`src/rtl/shift_seq_pkg.sv`:
```
// Shared types and constants for the shift sequencer.
package shift_seq_pkg;

   // Controller states
   typedef enum logic [1:0] {
      IDLE  = 2'b00,
      SHIFT = 2'b01,
      DONE  = 2'b10
   } state_e;

   // Shift modes; 2'b11 is decoded as a logical shift
   localparam logic [1:0] MODE_LSR = 2'b00;
   localparam logic [1:0] MODE_ASR = 2'b01;
   localparam logic [1:0] MODE_ROR = 2'b10;

   // Bit entering the MSB on a right shift, chosen by mode
   function automatic logic fill_bit(input logic [1:0] mode, input logic msb, input logic lsb);
      logic fill;
      case (mode)
         MODE_ASR: fill = msb;
         MODE_ROR: fill = lsb;
         default:  fill = 1'b0;
      endcase
      return fill;
   endfunction

endpackage

```
`src/rtl/shift_bit_cell.sv`:
```
// One bit of the shift register: load/shift mux in front of a flop.
module shift_bit_cell (
   input  logic clock,
   input  logic reset_n,
   input  logic load,
   input  logic shift,
   input  logic load_val,
   input  logic in,
   output logic q
);

   logic q_q;
   logic q_d;

   // Load wins over shift; otherwise hold
   always_comb begin
      q_d = q_q;
      if (load) begin
         q_d = load_val;
      end else if (shift) begin
         q_d = in;
      end
   end

   // Storage flop, synchronous active-low reset
   always_ff @(posedge clock) begin
      if (!reset_n) begin
         q_q <= 1'b0;
      end else begin
         q_q <= q_d;
      end
   end

   assign q = q_q;

endmodule

```
`src/rtl/shift_sequencer.sv`:
```
// Command-driven sequencer around a WIDTH-bit right-shift register.
// Accepts {data, count, mode}, performs count single-bit shifts, then
// holds the result until the consumer takes it.
module shift_sequencer #(
   parameter int unsigned WIDTH = 8,
   parameter int unsigned CNT_W = 4
) (
   input  logic             clock,
   input  logic             reset_n,
   input  logic             cmd_valid,
   output logic             cmd_ready,
   input  logic [WIDTH-1:0] cmd_data,
   input  logic [CNT_W-1:0] cmd_count,
   input  logic [1:0]       cmd_mode,
   output logic             res_valid,
   input  logic             res_ready,
   output logic [WIDTH-1:0] res_data,
   output logic             shift_strobe,
   output logic             serial_out,
   output logic             busy
);

   import shift_seq_pkg::*;

   localparam logic [CNT_W-1:0] CNT_ONE = CNT_W'(1);

   state_e           state_q;
   state_e           state_d;
   logic [CNT_W-1:0] remaining_q;
   logic [1:0]       mode_q;
   logic             cmd_ready_q;
   logic             res_valid_q;
   logic             shift_strobe_q;
   logic             busy_q;

   logic [WIDTH-1:0] sr_q;
   logic             load;
   logic             shift;
   logic             fill;

   // Datapath controls: load only on an accepted command, shift every SHIFT cycle
   assign load  = cmd_valid && (state_q == IDLE);
   assign shift = (state_q == SHIFT);
   assign fill  = fill_bit(mode_q, sr_q[WIDTH-1], sr_q[0]);

   for (genvar i = 0; i < WIDTH; i++) begin : g_cell
      logic in_bit;
      if (i == WIDTH - 1) begin : g_msb
         assign in_bit = fill;
      end else begin : g_lower
         assign in_bit = sr_q[i+1];
      end

      shift_bit_cell u_cell (
         .clock    (clock),
         .reset_n  (reset_n),
         .load     (load),
         .shift    (shift),
         .load_val (cmd_data[i]),
         .in       (in_bit),
         .q        (sr_q[i])
      );
   end

   // Next-state decode
   always_comb begin
      state_d = state_q;
      unique case (state_q)
         IDLE: begin
            if (cmd_valid) begin
               state_d = (cmd_count == '0) ? DONE : SHIFT;
            end
         end
         SHIFT: begin
            // remaining counts the shift happening at this edge
            if (remaining_q == CNT_ONE) begin
               state_d = DONE;
            end
         end
         DONE: begin
            if (res_ready) begin
               state_d = IDLE;
            end
         end
         default: state_d = IDLE;
      endcase
   end

   // State, command latches and registered status outputs
   always_ff @(posedge clock) begin
      if (!reset_n) begin
         state_q        <= IDLE;
         remaining_q    <= '0;
         mode_q         <= MODE_LSR;
         cmd_ready_q    <= 1'b1;
         res_valid_q    <= 1'b0;
         shift_strobe_q <= 1'b0;
         busy_q         <= 1'b0;
      end else begin
         state_q <= state_d;
         if (load) begin
            remaining_q <= cmd_count;
            mode_q      <= cmd_mode;
         end else if (shift) begin
            remaining_q <= remaining_q - CNT_ONE;
         end
         // Outputs track the state being entered so they align with state_q
         cmd_ready_q    <= (state_d == IDLE);
         res_valid_q    <= (state_d == DONE);
         shift_strobe_q <= (state_d == SHIFT);
         busy_q         <= (state_d != IDLE);
      end
   end

   assign cmd_ready    = cmd_ready_q;
   assign res_valid    = res_valid_q;
   assign shift_strobe = shift_strobe_q;
   assign busy         = busy_q;
   assign res_data     = sr_q;
   assign serial_out   = sr_q[0];

endmodule

```
`config.mk`:
```
export PLATFORM = sky130hd
export DESIGN_NAME = shift_sequencer
export DESIGN_NICKNAME = d
export VERILOG_FILES = /design/src/rtl/shift_seq_pkg.sv /design/src/rtl/shift_bit_cell.sv /design/src/rtl/shift_sequencer.sv
export SDC_FILE = /design/constraint.sdc
export NUM_CORES = 1
export LEC_CHECK = 0
export BUFFER_PORTS_ARGS = -buffer_cell sky130_fd_sc_hd__buf_2
export CAP_MARGIN = 10
export CORE_ASPECT_RATIO = 1.75
export CORE_MARGIN = 10
export CORE_UTILIZATION = 40
export DETAILED_ROUTE_END_ITERATION = 8
export PLACE_DENSITY = 0.65
export SLEW_MARGIN = 20
export SYNTH_ARGS = -nofsm -noshare
export SYNTH_HDL_FRONTEND = slang
export SYNTH_SLANG_ARGS = --single-unit
```
`constraint.sdc`:
```
create_clock -name clock -period 2.7 [get_ports clock]
set_clock_uncertainty 0.2 [all_clocks]
set_input_delay 0.675 -clock clock [delete_from_list [all_inputs] [get_ports clock]]
set_output_delay 0.675 -clock clock [all_outputs]
set_load 0.02 [all_outputs]
```
==> flow_summary.yaml <==
min_path:
  hold_class: "register to register"
  min_to: "mode_q[1]"
  min_from: "mode_q[1]"
  whs_path_depth: 2
cts:
  max-clock-path-buffers: 2
  ctsHoldBuffers: 0
  htree_levels: 1
  clk_latency_ns: 0.25
  clk_pin_slew_ns: 0.07
  postCtsSetupRepairBufs: 0
  cts_sinks: 20
  cts_resized: 0
  cts_buffers: 3
  root_buffer: "clkbuf_8"
  tritoncts: "done"
setup_path:
  criticalPathCategory: "input pin to register"
  setup.worst_path.start_class: "input pin"
  slowest_stage: "or3b_1"
  reg2reg_slack_ns: 1.02
  crit_required_ns: 2.66
  crit_arrival_ns: 1.69
  crit_fanout: 7
  cp-end-kind: "register"
  r2r_start: "state_q[0]"
  rr_worst_depth: 3
  rr_endpoint: "g_cell[7].u_cell.q"
  slowest_delay_ns: 0.46
  crit_chain: "buf_2 > or3b_1 > mux2i_1 > a311oi_1"
logic_synthesis:
  synthCells: 107
  synth_warnings: 0
  synth.area.top_cells: "dfxtp_1, a21oi_1, buf_4"
  synth.avg_cell_area_um2: 8.88
  ys_types: 33
  synthArstFlopShare_pct: 0
  netlist.top_cell.by_area: "dfxtp_1"
  ys_seq_area_share_pct: 42.2
  synth_ff_type: "dfxtp_1"
  synth_seq_cells: 20
  syn_area_um2: 950
  yosys.area.top_type_share_pct: 42.2
  synth_edf_count: 0
  syn-num-nets: 127
timing:
  worst_pin_slew_ns: 0.469
  holdWs_ns: 0.281
  fmax_ghz: 0.579
  min_period_over_period_pct: 63.9
  fin_crit_ns: 1.73
  finalHoldViolCount: 0
  setup_viol_count_final: 0
  drv_slew: 0
  rsz0062_at_grt: "false"
  maxSlewHeadroom_pct: 68.7
  fin_setup_tns_ns: 0
power:
  swShare_pct: 29.4
  power.internal_uw: 526
  p_seq_share_pct: 47.7
  pwr-share-clk_pct: 29.9
  leakage_uw: 0.000486
  power.total_uw: 746
  ir_drop_mv: 0.383
  p_comb_share_pct: 22.4
  power-per-cell-area_nw_per_um2: 679
  switching_power_uw: 219
detailed_routing:
  vias: 848
  dr.pass1.iters: 4
  wl_met3_um: 107
  drt-met1-wl_um: 985
  drc_errors: 0
  antenna_left: 0
  drtIter0Drc: 16
  wl_per_cell_um: 14.9
  totalWireLength_um: 2270
  wl_met2_um: 1120
  viasPerCell: 5.58
  highest_layer: "met4"
global_route:
  grt_pass1_vias: 859
  grt_max_degree: 15
  grt-ovfl-total: 0
  antenna_found_initial: 0
  grt_first_pass_wirelength_um: 3700
  grt.total_usage_pct: 9.18
layout:
  nets: 148
  multi_input_area_um2: 435
  antenna_cells: 0
  seqCellArea_um2: 400
  fill_cells: 222
  layout-drive-gt1-share_pct: 31.5
  area_delta_synth_final_pct: 15.7
floorplan:
  row_count: 23
  die_h_um: 84.5
  dieWidth_um: 56.8
  dieArea_um2: 4800
  initial_core_util_pct: 41.8
  core_um2: 2270
  ioPinCount: 31
job:
  maxCapViolations: 0
outcome:
  outcome: "finished, final reports clean"
placed_design:
  dp_hpwl_um: 1770
  globalplace.congestion: 0.769
  place.port_buffers: 30
-- cells by family after synthesis --
| group | Yosys count | synth area share [%] |
|---|---|---|
| flip-flops | 20 | 42.2 |
| adder cells (fa/ha/maj) | 2 | 2.63 |
| multiplexers | 1 | 1.05 |
| buffers and inverters | 21 | 12.0 |
| AO/OA/AOI/OAI | 41 | 27.5 |
| AND/OR/NAND/NOR | 22 | 14.6 |
-- placed cells by master (no fill, tap or decap), drive strengths merged, types with 2 or more instances in the layout --
| master | Yosys | routed |
|---|---|---|
| buf | 12 | 30 |
| dfxtp | 20 | 20 |
| a21oi | 14 | 14 |
| o21ai | 9 | 9 |
| o22ai | 7 | 7 |
| inv | 5 | 5 |
| nand2 | 5 | 5 |
| clkbuf | 2 | 4 |
| o221a | 3 | 3 |
| nor3b | 3 | 3 |
| clkinv | 2 | 2 |
| nand3b | 2 | 2 |
| a2bb2oi | 2 | 2 |
| nor3 | 2 | 2 |
| or3 | 2 | 2 |
| ha | 2 | 2 |
| or3b | 2 | 2 |
-- worst max-delay path: cells and delay by family --
| kind | cells | cell delay (ns) |
|---|---|---|
| simple gates | 1 | 0.46 |
| mux | 1 | 0.16 |
| buf+inv | 1 | 0.13 |
| compound gates | 1 | 0.26 |
-- cell usage after synthesis (all sizes together) (3+ instances only) --
| cell type | number |
|---|---|
| dfxtp | 20 |
| a21oi | 14 |
| buf | 12 |
| o21ai | 9 |
| o22ai | 7 |
| inv | 5 |
| nand2 | 5 |
| nor3b | 3 |
| o221a | 3 |
-- worst max path at each step --
stage,endpoint,slack [ns],from,cells after the start
final,g_cell[7].u_cell.q,0.97,cmd_valid,4
after global placement,g_cell[7].u_cell.q,0.77,cmd_valid,4
after CTS,g_cell[7].u_cell.q,0.98,cmd_valid,4
after detailed placement,g_cell[7].u_cell.q,0.74,cmd_valid,4
after global routing,g_cell[2].u_cell.q,0.91,state_q[0],3
after floorplan,g_cell[7].u_cell.q,0.94,cmd_valid,4
-- flip-flops by register name, indices dropped and copies added, names as in the netlist --
name and count:
mode_q 2, remaining_q 4, g_cell.u_cell.q 8, busy 1, cmd_ready 1, shift_strobe 1, res_valid 1, state_q 2
-- per-stage QoR --
stage | instance area, um^2 | utilization [%] | instances | setup slack (ns)
6_report | 1100 | 48.3 | 152 | 0.974
5_1_grt | 1100 | 48.3 | 152 | 0.912
4_1_cts | 1100 | 48.3 | 152 | 0.982
3_5_place_dp | 1040 | 45.9 | 148 | 0.737
3_3_place_gp | 1040 | 45.9 | 148 | 0.774
2_1_floorplan | 950 | - | 107 | 0.939
-- power groups by stage --
stage               logic, uW  clock network (uW)  registers, uW
global route              185                 243            360
finish                    167                 223            356
CTS                       168                 230            356
floorplan                 134                   0            360
detailed placement        168                   0            362
global placement          166                   0            361
-- metal layers --
metal,vias up,track usage [%]
met2,26,15.1
met1,393,9.99
li1,423,-
met4,0,5.15
met3,6,2.87
met5,-,0
-- area by class of cell --
cell class,count,share of cell area (%)
inverters,7,2.39
clock buffers,4,5.01
well taps,25,2.85
multi-input cells,66,39.6
repair buffers,30,13.7
flip-flops and latches,20,36.4
Power figures use the tool's default switching activity.
